==> src/rtl/tff_pkg.sv <==
// Shared constants for the T-flip-flop counter: direction encoding and legal widths.
package tff_pkg;

  localparam logic DIR_UP = 1'b1;
  localparam logic DIR_DN = 1'b0;

  localparam int WIDTH_MIN = 2;
  localparam int WIDTH_MAX = 32;

endpackage

==> src/rtl/tff_cell.sv <==
// One counter bit: a T flip-flop with synchronous clear/load overrides
// and an asynchronous active-low reset.
module tff_cell (
  input  logic clk,
  input  logic rst_n,
  input  logic t,
  input  logic sclr,
  input  logic sload,
  input  logic d,
  output logic q,
  output logic qbar
);

  logic r_q;

  always_ff @(posedge clk or negedge rst_n) begin
    if (!rst_n) begin
      r_q <= 1'b0;
    end else if (sclr) begin
      r_q <= 1'b0;
    end else if (sload) begin
      r_q <= d;
    end else if (t) begin
      r_q <= ~r_q;
    end
  end

  assign q    = r_q;
  assign qbar = ~r_q;

endmodule

==> src/rtl/tff_counter.sv <==
// Up/down counter built from a chain of T flip-flop cells, with wrap or
// saturate behaviour at the limits and a registered limit-event pulse.
module tff_counter
  import tff_pkg::*;
#(
  parameter int WIDTH    = 8,
  parameter int SATURATE = 0
) (
  input  logic             clk,
  input  logic             rst_n,
  input  logic             en,
  input  logic             up_dn,
  input  logic             clr,
  input  logic             load,
  input  logic [WIDTH-1:0] din,
  output logic [WIDTH-1:0] q,
  output logic [WIDTH-1:0] qbar,
  output logic             tc,
  output logic             ovf
);

  if (WIDTH < WIDTH_MIN || WIDTH > WIDTH_MAX) begin : g_bad_width
    $error("tff_counter: WIDTH %0d outside legal range %0d..%0d", WIDTH, WIDTH_MIN, WIDTH_MAX);
  end

  // w_all1[i] / w_all0[i]: bits q[i-1:0] are all ones / all zeros.
  logic [WIDTH:0]   w_all1;
  logic [WIDTH:0]   w_all0;
  logic [WIDTH-1:0] w_t;
  logic             w_up;
  logic             w_hold;
  logic             w_cnt;
  logic             r_ovf;

  assign w_up      = (up_dn == DIR_UP);
  assign w_all1[0] = 1'b1;
  assign w_all0[0] = 1'b1;

  assign tc     = w_up ? w_all1[WIDTH] : w_all0[WIDTH];
  assign w_hold = (SATURATE != 0) && tc;
  assign w_cnt  = en && !w_hold;

  for (genvar gi = 0; gi < WIDTH; gi++) begin : g_bit
    assign w_all1[gi+1] = w_all1[gi] & q[gi];
    assign w_all0[gi+1] = w_all0[gi] & ~q[gi];
    assign w_t[gi]      = w_cnt & (w_up ? w_all1[gi] : w_all0[gi]);

    tff_cell u_cell (
      .clk   (clk),
      .rst_n (rst_n),
      .t     (w_t[gi]),
      .sclr  (clr),
      .sload (load),
      .d     (din[gi]),
      .q     (q[gi]),
      .qbar  (qbar[gi])
    );
  end

  // Pulses after any counting edge that sat at a limit, whether it wrapped or held.
  always_ff @(posedge clk or negedge rst_n) begin
    if (!rst_n) begin
      r_ovf <= 1'b0;
    end else begin
      r_ovf <= en && tc && !clr && !load;
    end
  end

  assign ovf = r_ovf;

endmodule
==> config.mk <==
export PLATFORM = sky130hd
export DESIGN_NAME = tff_counter
export DESIGN_NICKNAME = d
export VERILOG_FILES = /design/src/rtl/tff_pkg.sv /design/src/rtl/tff_cell.sv /design/src/rtl/tff_counter.sv
export SDC_FILE = /design/constraint.sdc
export NUM_CORES = 1
export LEC_CHECK = 0
export ABC_AREA = 1
export BUFFER_PORTS_ARGS = -buffer_cell sky130_fd_sc_hd__buf_2
export CORE_MARGIN = 2
export CORE_UTILIZATION = 28
export DETAILED_ROUTE_END_ITERATION = 8
export GPL_TIMING_DRIVEN = 0
export SETUP_SLACK_MARGIN = 0.15
export SLEW_MARGIN = 15
export SYNTH_ARGS = -nofsm -noshare
export SYNTH_HDL_FRONTEND = slang
export SYNTH_SLANG_ARGS = --single-unit
==> constraint.sdc <==
create_clock -name clk -period 2.2 [get_ports clk]
set_input_delay 0.22 -clock clk [delete_from_list [all_inputs] [get_ports clk]]
set_output_delay 0.22 -clock clk [all_outputs]
set_load 0.01 [all_outputs]
==> results of run 1 <==
==> state kept, by name (all words and copies together) (netlist names) <==
signal and count:
g_bit.u_cell.q 8, ovf 1
==> area by class of cell <==
| class | count | area, um^2 | area share [%] |
|---|---|---|---|
| timing repair buffer | 30 | 155 | 15.4 |
| tap | 31 | 38.8 | 3.84 |
| sequential | 9 | 225 | 22.3 |
| clock buffer | 4 | 26.3 | 2.60 |
| buffer | 19 | 134 | 13.3 |
| inverter | 12 | 45.0 | 4.46 |
| multi-input combinational | 74 | 385 | 38.2 |
==> layer usage <==
layer | share of wire [%] | vias to the layer above | track usage (%)
met5 | 0 | - | 0
met4 | 2.3 | 0 | 6.64
met3 | 5.9 | 5 | 2.72
met2 | 45 | 29 | 20.5
met1 | 47 | 374 | 16.9
li1 | - | 430 | -
==> power by group through the flow <==
stage / clock [uW] / sequential [uW] / combinational (uW)
floorplan: 0 / 206 / 142
global placement: 0 / 211 / 200
detailed placement: 0 / 212 / 204
CTS: 143 / 209 / 207
global route: 145 / 213 / 227
finish: 135 / 209 / 205
==> kinds of logic after synthesis <==
| group | Yosys count | share of synthesized area (%) |
|---|---|---|
| buf+inv | 31 | 22.7 |
| simple gates | 51 | 30.7 |
| flops | 9 | 28.5 |
| compound gates | 23 | 18.1 |
==> metrics by stage <==
stage	total power [uW]	cell area [um^2]	hold slack [ps]
after floorplan	348	790	-75.6
after global placement	411	973	93.2
after detailed placement	417	973	96.9
after CTS	559	1010	206
after global routing	585	1010	226
final	549	1010	213
==> cells in the final DEF (no fill, tap or decap) <==
| master | netlist | routed |
|---|---|---|
| nor2_4 | 2 | 2 |
| o22ai_2 | 1 | 1 |
| a31oi_1 | 1 | 1 |
| buf_4 | 16 | 16 |
| nor2_1 | 8 | 8 |
| o211ai_1 | 4 | 4 |
| nand4_1 | 1 | 1 |
| o21ai_0 | 6 | 6 |
| inv_1 | 11 | 11 |
| nor2_2 | 1 | 1 |
| buf_2 | 1 | 30 |
| nand3_1 | 11 | 11 |
| a211oi_1 | 2 | 2 |
| nand4_2 | 1 | 1 |
| nand2_1 | 25 | 25 |
| clkbuf_4 | 0 | 3 |
| o2111ai_1 | 1 | 1 |
| a21oi_1 | 7 | 7 |
| inv_2 | 1 | 1 |
| clkbuf_2 | 1 | 1 |
| dfrtp_1 | 9 | 9 |
| dlygate4sd3_1 | 0 | 1 |
| or2_2 | 1 | 1 |
| clkbuf_1 | 1 | 2 |
| o21ai_1 | 1 | 1 |
| nand3_2 | 1 | 1 |
==> how the worst max path moves through the flow <==
stage / from / endpoint / slack [ps] / cells past startpoint
6_report: g_bit[1].u_cell.q / tc / 450 / 6
5_1_grt: g_bit[1].u_cell.q / tc / 300 / 6
4_1_cts: g_bit[1].u_cell.q / tc / 440 / 6
3_5_place_dp: g_bit[1].u_cell.q / tc / 750 / 6
3_3_place_gp: g_bit[1].u_cell.q / tc / 740 / 6
2_1_floorplan: g_bit[1].u_cell.q / tc / 950 / 5
==> worst register-to-register path, cell delays in order (launching register included) <==
cell and delay (ps):
dfrtp_1 460, nor2_2 200, nand3_1 120, nor2_1 100
nand3_1 110, nand2_1 80, nand3_1 80, nand3_1 80
nand2_1 60
==> results.sh, run 1 <==
export IMPL_drtIter0Drc=14
export IMPL_final_cells=179
export IMPL_path_cells="nor2_2 -> nand3_1 -> nor2_1 -> nand3_1 -> o22ai_2 -> buf_2"
export IMPL_finish_utilization_pct=37.3
export IMPL_vias_per_cell=4.68
export IMPL_dp_cells=174
export IMPL_hold_buffers=1
export IMPL_critPathBufInv=1
export IMPL_start_util_pct=29.1
export IMPL_critPathCaptureType="output port"
export IMPL_grt_pass1_vias=783
export IMPL_fin_skew_ps=1.62
export IMPL_r2r_slack_ps=830
export IMPL_p_switching_uw=196
export IMPL_tns_ps=0
export IMPL_yosys_area_top_type="dfrtp_1"
export IMPL_ys_types=24
export IMPL_first_pass_iters=4
export IMPL_antenna_found_initial=0
export IMPL_cts_setup_buffers=0
export IMPL_clkSinkCount=9
export IMPL_min_period_ps=1750
export IMPL_p_int_uw=353
export IMPL_setup_viol=0
export IMPL_core_area_um2=2710
export IMPL_pin_count=32
export IMPL_ys_seq_elements=9
export IMPL_portBuffers=29
export IMPL_worstMarginPinSlew_ps=478
export IMPL_critPathLaunchType="flip-flop"
export IMPL_power_switching_share_pct=35.7
export IMPL_die_w_um=57.1
export IMPL_grt_max_degree=11
export IMPL_seq_power_share_pct=38.1
export IMPL_cts_root_buf="clkbuf_4"
export IMPL_cap_violations=0
export IMPL_track_usage_pct=13.0
export IMPL_dr_total_vias=838
export IMPL_dieArea_um2=3260
export IMPL_crit_path_max_fanout=7
export IMPL_nNetsFinal=163
export IMPL_drive_above_1_share_pct=39.2
export IMPL_finalCritPeriodShare_pct=79.6
export IMPL_rsz0062_at_grt="no"
export IMPL_yosysSeqAreaShare_pct=28.5
export IMPL_pwr_share_comb_pct=37.3
export IMPL_hold_viol_final=0
export IMPL_path_class="flip-flop to output port"
export IMPL_routabilityCongestion=0.830
export IMPL_synthesis_instances=114
export IMPL_dp_hpwl_um=1540
export IMPL_worstPathRequired_ps=1980
export IMPL_cts_tree="done"
export IMPL_wl_per_cell_um=11.4
export IMPL_synth_area_um2=790
export IMPL_power_density_nw_per_um2=544
export IMPL_r2r_start="g_bit[1].u_cell.q"
export IMPL_clk_pin_slew_ps=60
export IMPL_cp_top_family="simple AND/OR/NAND/NOR gates"
export IMPL_yosysMostFrequentCell="nand2_1"
export IMPL_holdPathStages=3
export IMPL_drc=0
export IMPL_hold_end="g_bit[0].u_cell.q"
export IMPL_crit_path_max_incr_delay_ps=460
export IMPL_p_leak_uw=0.000520
export IMPL_r2r_cells=8
export IMPL_clkPwrFrac_pct=24.6
export IMPL_ys_flop_type="dfrtp_1"
export IMPL_synth_edf_count=0
export IMPL_diodes=0
export IMPL_status="finished clean"
export IMPL_async_reset_ff_share_pct=100
export IMPL_crit_path_frequent_cell="nand3_1"
export IMPL_cts_htree_levels=1
export IMPL_final_antenna_net_count=0
export IMPL_areaGrowthSynthToFinish_pct=27.9
export IMPL_fillCellCount=323
export IMPL_synthTopCellsByCount="25 x nand2_1, 16 x buf_4, 11 x inv_1, 11 x nand3_1, 9 x dfrtp_1"
export IMPL_avgSynthCellArea_um2=6.93
export IMPL_yosys_warnings=0
export IMPL_gr_total_overflow=0
export IMPL_clk_latency_ps=270
export IMPL_grt_pass1_wl_um=3350
export IMPL_slew_headroom_pct=68.1
export IMPL_finalWirelength_um=2040
export IMPL_slew_violations=0
export IMPL_syn_num_nets=128
export IMPL_slowest_stage="dfrtp_1"
export IMPL_worstHoldStart="din[0]"
export IMPL_fin_ws_ps=448
export IMPL_cts_path_max_buffers=2
export IMPL_pre_cts_ws_ps=752
export IMPL_synth_area_top_cells="dfrtp_1 29%, buf_4 15%, nand2_1 12%"
export IMPL_arrival_ps=1530
export IMPL_reg2reg_to="g_bit[7].u_cell.q"
export IMPL_cts_resized=0
export IMPL_rows=19
export IMPL_hp_class="input pin to flip-flop"
export IMPL_die_h_um=57.1
export IMPL_max_freq_mhz=571
export IMPL_peakVddDrop_v=0.000300
export IMPL_numCtsBuffers=3
export IMPL_synth_top_area_share_pct=28.5
No activity file was read; power rests on OpenSTA's default activity.
==> run 2: changes to the inputs <==
--- a/config.mk
+++ b/config.mk
@@ -5,7 +5,7 @@
 export SDC_FILE = /design/constraint.sdc
 export NUM_CORES = 1
 export LEC_CHECK = 0
-export ABC_AREA = 1
+export ABC_AREA = 0
 export BUFFER_PORTS_ARGS = -buffer_cell sky130_fd_sc_hd__buf_2
 export CORE_MARGIN = 2
 export CORE_UTILIZATION = 28
==> constraint.sdc (replaced) <==
create_clock -name clk -period 1.65 [get_ports clk]
set_input_delay 0.165 -clock clk [delete_from_list [all_inputs] [get_ports clk]]
set_output_delay 0.165 -clock clk [all_outputs]
set_load 0.01 [all_outputs]
==> run 2 against run 1 <==
Against the previous run:
- synthesized cell count decreased by 17%
- area after synthesis decreased by 2.4%
- clock power increased by 36%
- wire length increased by 5.4%
- global-route usage increased by 0.21 points
- via count decreased by 4.4%
- combinational power increased by 25%
- sequential share of layout area decreased by 2.0 points
- power increased by 28%
- final cell count decreased by 6.7%
- largest cell class unchanged
- highest routed layer unchanged
==> results.sh, run 2 <==
export IMPL_rows=19
export IMPL_peakVddDrop_v=0.000425
export IMPL_cts_root_buf="clkbuf_4"
export IMPL_grt_pass1_vias=746
export IMPL_grt_pass1_wl_um=3280
export IMPL_power_density_nw_per_um2=628
export IMPL_critPathCaptureType="output port"
export IMPL_arrival_ps=1450
export IMPL_dp_hpwl_um=1460
export IMPL_diodes=0
export IMPL_gr_total_overflow=0
export IMPL_yosys_area_top_type="dfrtp_1"
export IMPL_synth_area_um2=771
export IMPL_yosysSeqAreaShare_pct=29.2
export IMPL_cts_path_max_buffers=2
export IMPL_fillCellCount=294
export IMPL_wirelength_met1_um=911
export IMPL_slew_headroom_pct=67.2
export IMPL_wl_per_cell_um=12.9
export IMPL_pin_count=32
export IMPL_path_class="flip-flop to output port"
export IMPL_multiInputGateArea_um2=440
export IMPL_crit_path_max_fanout=4
export IMPL_clk_latency_ps=270
export IMPL_p_leak_uw=0.000533
export IMPL_p_int_uw=464
export IMPL_hp_class="input pin to flip-flop"
export IMPL_largest_reg_flops=8
export IMPL_die_h_um=56.5
export IMPL_slew_violations=0
export IMPL_dpl_instance_area_um2=965
export IMPL_antenna_found_initial=0
export IMPL_synthTopCellsByCount="16 x buf_4, 10 x inv_1, 9 x dfrtp_1"
export IMPL_drtIter0Drc=9
export IMPL_worstMarginPinSlew_ps=493
export IMPL_wl_met3_um=147
export IMPL_nNetsFinal=151
export IMPL_routed_top_layer="met4"
export IMPL_numCtsBuffers=3
export IMPL_ys_seq_elements=9
export IMPL_yosysMostFrequentCell="buf_4"
export IMPL_routabilityCongestion=0.784
export IMPL_clkPwrFrac_pct=26.1
export IMPL_track_usage_pct=13.2
export IMPL_finalWirelength_um=2150
export IMPL_core_area_um2=2690
export IMPL_synth_top_area_share_pct=29.2
export IMPL_start_util_pct=28.7
export IMPL_pwr_share_comb_pct=36.6
export IMPL_synth_edf_count=0
export IMPL_power_switching_share_pct=34.0
export IMPL_rsz0062_at_grt="yes"
export IMPL_syn_num_nets=109
export IMPL_seq_power_share_pct=37.3
export IMPL_drc=0
export IMPL_status="finished clean"
export IMPL_ys_flop_type="dfrtp_1"
export IMPL_worstPathRequired_ps=1480
export IMPL_cts_tree="done"
export IMPL_drive_above_1_share_pct=52.9
export IMPL_async_reset_ff_share_pct=100
export IMPL_setup_viol=0
export IMPL_grt_max_degree=11
export IMPL_portBuffers=31
export IMPL_ys_types=32
export IMPL_wl_met2_um=1090
export IMPL_final_common_cell="buf_2"
export IMPL_dieArea_um2=3190
export IMPL_areaGrowthSynthToFinish_pct=45.3
export IMPL_vias_per_cell=4.80
export IMPL_clk_pin_slew_ps=70
export IMPL_yosys_warnings=0
export IMPL_synthesis_instances=95
export IMPL_layout_common_cells="31 x buf_2, 20 x buf_4, 10 x inv_1, 8 x nor2_1, 7 x dfrtp_1"
export IMPL_avgSynthCellArea_um2=8.11
export IMPL_max_freq_mhz=619
export IMPL_fin_skew_ps=5.64
export IMPL_cts_htree_levels=1
export IMPL_finalCritPeriodShare_pct=97.9
export IMPL_fin_total_pwr_uw=703
export IMPL_min_period_ps=1620
export IMPL_synth_area_top_cells="dfrtp_1 29%, buf_4 16%, a211oi_1 4.9%"
export IMPL_fin_area_um2=1120
export IMPL_p_switching_uw=239
export IMPL_dr_total_vias=801
export IMPL_critPathLaunchType="flip-flop"
export IMPL_register_area_um2=228
export IMPL_cap_violations=0
export IMPL_clkSinkCount=9
export IMPL_first_pass_iters=4
export IMPL_die_w_um=56.5
export IMPL_hold_viol_final=0
export IMPL_final_antenna_net_count=0
-- run 2: cell count changes in the layout (fill, tap and decap cells not counted), sizes merged, moves of 2 or more --
cell    previous run  this run
a211oi             2         5
a21oi              7         1
a311oi             0         2
and3               0         4
and4               0         2
buf               46        53
inv               12        10
nand2             25         4
nand3             12         5
nor2              11         8
nor3               0         3
o211ai             4         0
o21ai              7         5
xnor2              0         4
-- run 2: through the flow --
stage / utilization [%] / setup WS [ps] / setup TNS [ps] / instances / hold slack (ps)
final: 41.7 / 34.4 / 0 / 167 / 128
after global routing: 41.7 / -58.3 / -58.3 / 167 / 131
after CTS: 39.1 / -15.2 / -15.2 / 164 / 126
after detailed placement: 35.9 / 36.4 / 0 / 157 / 41.2
after global placement: 35.9 / 10.3 / 0 / 157 / 34.9
after floorplan: - / 153 / 0 / 95 / -131
-- run 2: cells by family (layout without fill, tap and decap cells) --
group,count (synthesis),after routing,share of synthesized area (%)
AOI/OAI and AO/OA,17,17,15.4
xor gates and xnor gates,5,5,5.68
buffers and inverters,30,71,23.4
DFF,9,9,29.2
muxes,1,1,1.30
and+or+nand+nor,33,33,25.0
-- run 2: path summary, 6_finish.rpt --
kind | cells after the start | from | to | slack (ps)
worst min-delay path | 2 | din[4] | g_bit[4].u_cell.q | 130
min in group asynchronous | 2 | rst_n | g_bit[3].u_cell.q | 280
worst max register to register | 7 | g_bit[0].u_cell.q | g_bit[7].u_cell.q | 60
max in group asynchronous | 2 | rst_n | g_bit[2].u_cell.q | 1160
worst min register to register | 2 | g_bit[5].u_cell.q | g_bit[5].u_cell.q | 700
worst max-delay path | 4 | g_bit[2].u_cell.q | tc | 30
-- run 2: critical path, cell delays in order, from the launching register on --
cell and delay [ps]:
dfrtp_2 440, nor4_4 300, nand3_1 140, o21ai_2 150, buf_2 150
-- run 2: power by group through the flow --
stage / Combinational (uW) / Clock [uW] / Sequential (uW)
2_1_floorplan: 146 / 0 / 258
3_3_place_gp: 213 / 0 / 262
3_5_place_dp: 217 / 0 / 264
4_1_cts: 236 / 190 / 262
5_1_grt: 281 / 200 / 266
6_report: 257 / 184 / 262
-- run 2: area by class of cell --
cell class	instances	share of cell area (%)
Timing Repair Buffer	37	18.4
Inverter	10	3.35
Sequential cell	9	20.3
Buffer	20	12.7
Clock buffer	4	2.35
Multi-Input combinational cell	56	39.3
Tap cell	31	3.46
-- run 2: layer usage --
layer | track usage [%] | vias up
li1 | - | 396
met1 | 15.7 | 374
met2 | 22.4 | 29
met3 | 5.30 | 2
met4 | 2.72 | 0
met5 | 0 | -
-- run 2: what timing repair did --
action | in CTS | in global routing
endpoints found under the setup margin | 7 | 7
hold buffers | 1 | 0
resized for setup | 6 | 11
buffers inserted | 2 | 3
hold endpoints to repair | 9 | 0
pin swaps | 8 | 8
==> run 3: changes to the inputs <==
==> constraint.sdc (replaced) <==
create_clock -name clk -period 1.3 [get_ports clk]
set_input_delay 0.13 -clock clk [delete_from_list [all_inputs] [get_ports clk]]
set_output_delay 0.13 -clock clk [all_outputs]
set_load 0.01 [all_outputs]
==> run 3 against run 2 <==
Against the previous run:
- the run now ends with setup timing left
- flip-flop and latch count unchanged
- non-clock buffer count up 5
- clock-buffer cell count unchanged
- cell area up 14%
- via count up 3.2%
- sequential share of layout area down 2.0 points
- hold slack worse by 26 ps
- core utilization up 5.6 points
- first-iteration DRC count up 78%
- die area unchanged
- combinational power up 56%
- critical path type unchanged
- largest cell class unchanged
- highest routed layer unchanged
==> results.sh, run 3 (synthesis results as in run 2) <==
export IMPL_status="finished with violations"
export IMPL_violations="setup timing"
export IMPL_reg2reg_to="g_bit[7].u_cell.q"
export IMPL_min_period_ps=1590
export IMPL_worstPathRequired_ps=1170
export IMPL_drive_above_1_share_pct=66.7
export IMPL_critPathLaunchType="flip-flop"
export IMPL_pin_count=32
export IMPL_cts_path_max_buffers=2
export IMPL_dp_hpwl_um=1420
export IMPL_arrival_ps=1460
export IMPL_portBuffers=31
export IMPL_die_h_um=56.5
export IMPL_cts_tree="done"
export IMPL_clk_latency_ps=260
export IMPL_finish_utilization_pct=47.3
export IMPL_pre_cts_ws_ps=-251
export IMPL_dieArea_um2=3190
export IMPL_drtIter0Drc=16
export IMPL_power_density_nw_per_um2=757
export IMPL_path_class="flip-flop to output port"
export IMPL_slowest_stage="dfrtp_2"
export IMPL_antenna_found_initial=0
export IMPL_p_leak_uw=0.000594
export IMPL_p_switching_uw=320
export IMPL_die_w_um=56.5
export IMPL_crit_path_max_fanout=3
export IMPL_vias_per_cell=4.81
export IMPL_gr_total_overflow=0
export IMPL_fin_skew_ps=0.578
export IMPL_finalWirelength_um=2150
export IMPL_power_switching_share_pct=33.2
export IMPL_routabilityCongestion=0.764
export IMPL_r2r_cells=5
export IMPL_core_area_um2=2690
export IMPL_fin_ws_ps=-289
export IMPL_grt_max_degree=11
export IMPL_clk_pin_slew_ps=70
export IMPL_grt_pass1_vias=755
export IMPL_dpl_instance_area_um2=982
export IMPL_wl_per_cell_um=12.5
export IMPL_dr_total_vias=827
export IMPL_hp_class="input pin to flip-flop"
export IMPL_crit_path_max_incr_delay_ps=420
export IMPL_first_pass_iters=4
export IMPL_final_antenna_net_count=0
export IMPL_pwr_share_comb_pct=41.6
export IMPL_worstHoldStart="din[4]"
export IMPL_fin_area_um2=1270
export IMPL_hold_end="g_bit[4].u_cell.q"
export IMPL_slew_violations=0
export IMPL_nNetsFinal=156
export IMPL_critPathCaptureType="output port"
export IMPL_r2r_slack_ps=-280
export IMPL_max_freq_mhz=629
export IMPL_hold_viol_final=0
export IMPL_final_cells=172
export IMPL_dp_cells=157
export IMPL_worstMarginPinSlew_ps=572
export IMPL_grt_pass1_wl_um=3360
export IMPL_holdPathStages=2
export IMPL_areaGrowthSynthToFinish_pct=64.9
export IMPL_largest_reg_flops=8
export IMPL_rsz0062_at_grt="yes"
export IMPL_diodes=0
export IMPL_r2r_start="g_bit[2].u_cell.q"
export IMPL_p_int_uw=643
export IMPL_start_util_pct=28.7
export IMPL_cap_violations=0
export IMPL_layout_common_cells="25 x buf_2, 18 x buf_4, 15 x buf_6, 8 x nor2_1"
export IMPL_path_cells="nor4_4 -> nand3_1 -> o21ai_2 -> buf_2"
export IMPL_drc=0
export IMPL_cts_root_buf="clkbuf_4"
export IMPL_rows=19
export IMPL_track_usage_pct=13.2
export IMPL_final_common_cell="buf_2"
export IMPL_seq_power_share_pct=34.8
export IMPL_finalCritPeriodShare_pct=122
export IMPL_clkSinkCount=9
export IMPL_peakVddDrop_v=0.000526
export IMPL_cts_htree_levels=1
export IMPL_numCtsBuffers=3
export IMPL_slew_headroom_pct=61.9
export IMPL_fillCellCount=267
export IMPL_clkPwrFrac_pct=23.6
export IMPL_setup_viol=9
## run 3: changes by cell type in the layout (fill, tap and decap cells not counted), moves of 2 or more
cell     delta
buf_2       -6
buf_4       -2
buf_6      +13
dfrtp_1     -4
dfrtp_2     +4
inv_1       -7
inv_2       +6
## run 3: power groups by stage
stage          Clock, uW  Combinational, uW  Sequential, uW
2_1_floorplan          0                190             329
3_3_place_gp           0                275             337
3_5_place_dp           0                278             338
4_1_cts              237                348             330
5_1_grt              245                433             338
6_report             227                401             335
## run 3: worst max-delay path by stage
stage                                  from                end  cells past startpoint
after floorplan           g_bit[0].u_cell.q  g_bit[7].u_cell.q                      5
after global placement    g_bit[0].u_cell.q  g_bit[7].u_cell.q                      5
after detailed placement  g_bit[0].u_cell.q  g_bit[3].u_cell.q                      5
after CTS                 g_bit[2].u_cell.q                 tc                      4
after global routing      g_bit[2].u_cell.q                 tc                      4
final                     g_bit[2].u_cell.q                 tc                      4
## run 3: per-layer routing
metal | track usage, % | share of wire (%) | vias up
met3 | 2.30 | 6.9 | 6
met4 | 3.06 | 0.88 | 0
met1 | 17.5 | 41 | 380
met2 | 22.3 | 51 | 33
li1 | - | - | 408
met5 | 0 | 0 | -
## run 3: area by class of cell
| class | count | area [um^2] | area share, % |
|---|---|---|---|
| timing repair buffer | 42 | 289 | 22.7 |
| buffer | 20 | 161 | 12.7 |
| multi-input combinational | 56 | 483 | 38.0 |
| inverter | 10 | 40.0 | 3.15 |
| tap | 31 | 38.8 | 3.05 |
| sequential | 9 | 233 | 18.3 |
| clock buffer | 4 | 26.3 | 2.07 |
## run 3: repair_timing
action                                 in CTS  in global routing
pin swaps                                   8                  3
hold buffers                                1                  0
endpoints found under the hold margin       9                  0
setup endpoints to repair                  17                 20
setup buffers                               9                  1
resized for setup                          27                 25
## run 3: stage by stage
step	power, uW	TNS [ps]	hold WS (ps)
5_1_grt	1020	-2070	106
4_1_cts	916	-1390	89.0
2_1_floorplan	519	-351	-166
3_5_place_dp	616	-1360	2.51
6_report	963	-1460	102
3_3_place_gp	612	-1220	-4.76
## run 3: worst max-delay path: cells and delay by family (launching register included)
family                 cells  cell delay [ps]
flip-flops                 1              420
AO/OA/AOI/OAI              1              150
buffers and inverters      1              150
AND/OR/NAND/NOR            2              470
